==> config.mk <==
export PLATFORM = sky130hd
export DESIGN_NAME = reorder_buffer
export DESIGN_NICKNAME = d
export VERILOG_FILES = /design/src/rtl/reorder_buffer.sv
export SDC_FILE = /design/constraint.sdc
export NUM_CORES = 1
export LEC_CHECK = 0
export BUFFER_PORTS_ARGS = -buffer_cell sky130_fd_sc_hd__buf_2
export CAP_MARGIN = 20
export CORE_MARGIN = 2
export CORE_UTILIZATION = 52
export DETAILED_ROUTE_END_ITERATION = 8
export PLACE_DENSITY_LB_ADDON = 0.12
export SLEW_MARGIN = 20
export SYNTH_ARGS = -nofsm -noshare
export SYNTH_HDL_FRONTEND = slang
export SYNTH_SLANG_ARGS = --single-unit
==> constraint.sdc <==
create_clock -name i_clk -period 3.2 [get_ports i_clk]
set_input_delay 0.64 -clock i_clk [delete_from_list [all_inputs] [get_ports i_clk]]
set_output_delay 0.64 -clock i_clk [all_outputs]
set_load 0.05 [all_outputs]
==> src/rtl/reorder_buffer.sv <==
// Reorder buffer: tags dispatched instrs, captures CDB results, retires in order.
// Ports: alloc_*, cdb_*, rdest_*/rd_bus snoop view, flush_*, commit_*.
module reorder_buffer #(
  parameter int WIDTH = 32,
  parameter int SIZE  = 8
) (
  input  logic                        i_clk,
  input  logic                        i_rst,
  input  logic                        i_alloc_valid,
  input  logic [4:0]                  i_alloc_rd,
  input  logic                        i_alloc_is_br,
  output logic                        o_alloc_ready,
  output logic [3:0]                  o_alloc_tag,
  input  logic                        i_cdb_valid,
  input  logic [3:0]                  i_cdb_tag,
  input  logic [WIDTH-1:0]            i_cdb_data,
  input  logic                        i_cdb_mispredict,
  output logic [SIZE-1:0]             o_rdest_rdy,
  output logic [SIZE-1:0][3:0]        o_rdest_tag,
  output logic [SIZE-1:0][WIDTH-1:0]  o_rdest_data,
  output logic [SIZE-1:0][4:0]        o_rd_bus,
  output logic                        o_flush_valid,
  output logic [3:0]                  o_flush_front_tag,
  output logic [3:0]                  o_flush_tag,
  output logic                        o_commit_valid,
  output logic [3:0]                  o_commit_tag
);

  localparam int PW = $clog2(SIZE);
  localparam int CW = PW + 1;

  logic [SIZE-1:0]            r_valid;
  logic [SIZE-1:0]            r_rdy;
  logic [SIZE-1:0]            r_br;
  logic [SIZE-1:0]            r_mis;
  logic [SIZE-1:0][WIDTH-1:0] r_data;
  logic [SIZE-1:0][4:0]       r_rd;
  logic [PW-1:0]              r_front;
  logic [PW-1:0]              r_rear;
  logic [CW-1:0]              r_count;
  logic                       r_flush_valid;
  logic [3:0]                 r_flush_front;
  logic [3:0]                 r_flush_tag;
  logic                       r_commit_valid;
  logic [3:0]                 r_commit_tag;

  logic          w_alloc;
  logic          w_commit;
  logic          w_squash;
  logic          w_cdb;
  logic [PW-1:0] w_cdb_idx;
  logic [PW-1:0] w_front_nx;
  logic [PW-1:0] w_rear_nx;

  assign o_alloc_ready = (r_count < CW'(SIZE)) && !r_flush_valid;
  assign o_alloc_tag   = 4'(r_rear);

  assign w_alloc    = i_alloc_valid && o_alloc_ready;
  assign w_front_nx = r_front + 1'b1;
  assign w_rear_nx  = r_rear + 1'b1;
  assign w_commit   = (r_count != '0) && r_rdy[r_front];
  // a retiring mispredicted branch squashes everything younger
  assign w_squash   = w_commit && r_br[r_front] && r_mis[r_front];

  assign w_cdb_idx = i_cdb_tag[PW-1:0];
  // out-of-range tags and results for free/finished entries are dropped
  assign w_cdb = i_cdb_valid && !r_flush_valid
              && ({1'b0, i_cdb_tag} < 5'(SIZE))
              && r_valid[w_cdb_idx] && !r_rdy[w_cdb_idx];

  always_comb begin
    for (int i = 0; i < SIZE; i++) begin
      o_rdest_tag[i] = 4'(i);
    end
  end

  assign o_rdest_rdy       = r_rdy;
  assign o_rdest_data      = r_data;
  assign o_rd_bus          = r_rd;
  assign o_flush_valid     = r_flush_valid;
  assign o_flush_front_tag = r_flush_front;
  assign o_flush_tag       = r_flush_tag;
  assign o_commit_valid    = r_commit_valid;
  assign o_commit_tag      = r_commit_tag;

  always_ff @(posedge i_clk) begin
    if (i_rst) begin
      r_valid        <= '0;
      r_rdy          <= '0;
      r_br           <= '0;
      r_mis          <= '0;
      r_data         <= '0;
      r_rd           <= '0;
      r_front        <= '0;
      r_rear         <= '0;
      r_count        <= '0;
      r_flush_valid  <= 1'b0;
      r_flush_front  <= '0;
      r_flush_tag    <= '0;
      r_commit_valid <= 1'b0;
      r_commit_tag   <= '0;
    end else begin
      r_commit_valid <= w_commit;
      if (w_commit) r_commit_tag <= 4'(r_front);
      r_flush_valid <= w_squash;
      if (w_squash) begin
        r_flush_front <= 4'(w_front_nx);
        r_flush_tag   <= 4'(r_rear);
        // same-cycle alloc and CDB are discarded
        r_valid <= '0;
        r_rdy   <= '0;
        r_br    <= '0;
        r_mis   <= '0;
        r_rd    <= '0;
        r_front <= w_front_nx;
        r_rear  <= w_front_nx;
        r_count <= '0;
      end else begin
        if (w_alloc) begin
          r_valid[r_rear] <= 1'b1;
          r_rdy[r_rear]   <= 1'b0;
          r_br[r_rear]    <= i_alloc_is_br;
          r_mis[r_rear]   <= 1'b0;
          r_rd[r_rear]    <= i_alloc_rd;
          r_rear          <= w_rear_nx;
        end
        if (w_cdb) begin
          r_data[w_cdb_idx] <= i_cdb_data;
          r_rdy[w_cdb_idx]  <= 1'b1;
          r_mis[w_cdb_idx]  <= i_cdb_mispredict;
        end
        // alloc targets rear, commit targets front: never the same
        // entry because alloc is blocked when full
        if (w_commit) begin
          r_valid[r_front] <= 1'b0;
          r_rdy[r_front]   <= 1'b0;
          r_br[r_front]    <= 1'b0;
          r_mis[r_front]   <= 1'b0;
          r_rd[r_front]    <= '0;
          r_front          <= w_front_nx;
        end
        r_count <= r_count + CW'(w_alloc) - CW'(w_commit);
      end
    end
  end

endmodule

==> flow_metrics.py <==
metrics = {
    "global_route": {
        "antenna_found_initial": 0,
        "grt_max_degree": 92,
        "first_global_vias": 10400,
        "grt_pass1_wl_um": 59200,
        "grt_use_total_pct": 26.7,
        "grt-ovfl-total": 0,
    },
    "power": {
        "p_seq_share_pct": 47.4,
        "max-vdd-ir-drop_mv": 0.431,
        "power_leakage_nw": 8.98,
        "swShare_pct": 24.0,
        "comb_power_share_pct": 7.6,
        "pwr-share-clk_pct": 45.0,
        "power_density_mw_per_mm2": 558,
        "p_switching_mw": 2.24,
        "intPower_mw": 7.11,
    },
    "clock_tree": {
        "postCtsResizedCells": 0,
        "numCtsBuffers": 36,
        "htree_num_levels": 2,
        "clock_sinks": 349,
        "clock_latency_ns": 0.51,
        "clockBufferDepth": 3,
        "cts_tree": "yes",
        "clk_pin_slew_ns": 0.06,
        "post_cts_buffers": 0,
        "hold_buffers": 0,
        "cts_root_buf": "clkbuf_16",
    },
    "drt": {
        "detail_route.first_pass.iterations": 5,
        "drc": 0,
        "wire_per_inst_um": 18.7,
        "ant_nets": 0,
        "via_per_inst": 5.27,
        "wl_um": 38100,
        "drt-initial-drc-count": 616,
        "num_vias": 10700,
    },
    "layout": {
        "nFillCells": 2190,
        "antenna_cells": 0,
        "multi_input_area_mm2": 0.00600,
        "area.sequential_mm2": 0.00699,
        "area.growth.synth_to_final_pct": 23.1,
        "stdcell_count": 2037,
        "drive_gt1_share_pct": 28.6,
        "fin_nets": 1733,
    },
    "sta": {
        "slew_headroom_pct": 33.3,
        "skew_ns": 0.0136,
        "period_minus_slack_ns": 2.80,
        "holdWs_ns": 0.453,
        "fmax_ghz": 0.357,
        "finalSetupTns_ns": 0,
        "setup_viol": 0,
        "tightest_slew_ns": 1.00,
        "period_share_pct": 87.6,
        "finalHoldViolCount": 0,
        "slew_violations": 0,
        "rsz0062_at_grt": "no",
    },
    "hold_path": {
        "min_from": "o_commit_tag[0]",
        "min_path_type": "register to register",
        "holdPathStages": 2,
        "hold_end": "o_commit_tag[0]",
    },
    "logic_synthesis": {
        "synth_flop_cell": "dfxtp_1",
        "synth.most_common_cell": "dfxtp_1",
        "synth_area_mm2": 0.0136,
        "netlist_instances": 1335,
        "synthArstFlopShare_pct": 0,
        "synth_seq_cells": 349,
        "yosysUniqueCellTypes": 52,
        "yosysWarnings": 0,
        "yosysSeqAreaShare_pct": 51.3,
        "yosys-top-cells-count": "dfxtp_1 (349), nand2_1 (318), mux2i_1 (308), nor3_1 (69), buf_4 (56)",
        "synth_top_cell_area_share_pct": 51.3,
        "synth_edf_count": 0,
        "syn_avg_cell_area_um2": 10.2,
        "yosys.area.top_type": "dfxtp_1",
        "synth.area.top_cells": "dfxtp_1 (51%), mux2i_1 (23%), nand2_1 (8.8%)",
    },
    "setup_path": {
        "cp_data_arrival_time_ns": 3.23,
        "rrSetupSlack_ns": 0.40,
        "crit_fanout": 19,
        "worstPathRequired_ns": 3.63,
        "rr_worst_depth": 6,
        "crit_type": "register to register",
        "r2r-end": "o_rdest_data[238]",
        "endpoint_kind": "register",
        "r2r_start": "r_front[0]",
        "critPathLaunch": "r_front[0]",
        "cp-start-kind": "register",
    },
    "place": {
        "dp.cells": 1975,
        "place_congestion": 0.835,
        "hpwl_um": 26300,
        "portBuffers": 365,
    },
    "floorplanning": {
        "chipHeight_um": 166,
        "num_rows": 59,
        "die_w_um": 166,
        "start_util_pct": 52.5,
        "dieArea_mm2": 0.0275,
        "ios": 402,
        "coreArea_mm2": 0.0259,
    },
    "outcome": {
        "status": "complete, no violations",
    },
    "run": {
        "maxCapViolCount": 0,
    },
}
[area by class of cell]
cell class	count	area share [%]
Clock buffer	53	6.31
Clock inverter	9	0.732
Inverter	10	0.269
Multi-Input combinational cell	885	35.9
Sequential cell	349	41.7
Tap cell	335	2.50
Timing Repair Buffer	396	12.6
[through the flow]
step	total power [mW]	util [%]	instance area, µm²	setup slack, ns
floorplan	5.09	-	13700	0.464
CTS	9.42	64.6	16700	0.411
global placement	5.22	60.1	15600	0.549
finish	9.35	64.6	16700	0.396
global route	9.67	64.6	16700	0.189
detailed placement	5.24	60.1	15600	0.439
[cell families (layout without fill, tap and decap cells)]
logic type,after synthesis,in the layout,synth area share (%)
muxes,311,311,23.1
buffers and inverters,135,468,5.94
DFF,349,349,51.3
and+or+nand+nor,456,456,15.0
other,2,36,0.0552
AOI/OAI and AO/OA,69,69,3.45
xor gates and xnor gates,5,5,0.322
adders and majority gates,8,8,0.791
[placed cells by master, fill, tap and decap left out, drive strengths merged, types with 4 or more instances in the layout]
master	netlist	layout
clkinv	0	5
a21oi	37	37
nand2b	4	4
nor3	75	75
buf	77	396
mux2i	308	308
nand3	11	11
conb	2	36
o21ai	15	15
and3	4	4
nor2b	6	6
nand2	318	318
nand3b	13	13
a211oi	9	9
ha	7	7
inv	10	10
dfxtp	349	349
nand4	4	4
clkbuf	48	53
nor2	10	10
[registers in the layout, indices dropped and copies added (netlist names)]
| signal | cells |
|---|---|
| r_br | 8 |
| o_rd_bus | 40 |
| o_rdest_data | 256 |
| o_rdest_rdy | 8 |
| r_mis | 8 |
| o_flush_front_tag | 3 |
| r_valid | 8 |
| r_count | 4 |
| o_flush_tag | 3 |
| r_rear | 3 |
| o_commit_tag | 3 |
| o_commit_valid | 1 |
| r_front | 3 |
| o_flush_valid | 1 |
[worst max path at each step]
stage	to	depth (start not counted)
CTS	o_rdest_data[238]	6
detailed placement	o_rdest_data[171]	6
floorplan	r_count[2]	8
global placement	o_rdest_data[212]	7
finish	o_rdest_data[238]	6
global route	o_rdest_data[167]	6
[worst max-delay path, stage by stage, from the launching register on]
cell	delay [ns]
dfxtp_1	0.72
nand3_1	0.16
a21oi_1	0.33
o211ai_4	0.30
o21ai_4	0.73
buf_12	0.27
mux2i_1	0.21
[power by group through the flow]
| stage | clock (mW) | sequential (mW) | combinational, mW |
|---|---|---|---|
| global route | 4.46 | 4.44 | 0.760 |
| floorplan | 0 | 4.61 | 0.471 |
| finish | 4.20 | 4.44 | 0.710 |
| detailed placement | 0 | 4.53 | 0.707 |
| CTS | 4.27 | 4.44 | 0.711 |
| global placement | 0 | 4.53 | 0.692 |
[routing by layer]
metal  vias to the layer above  wire (µm)  global-route usage (%)
met5                         -          0                       0
met4                         0       1010                    8.62
met3                        61       2780                    6.86
met2                       383      18100                    44.8
met1                      5168      16200                    33.6
li1                       5131          -                       -
(Power assumes the default switching activity.)
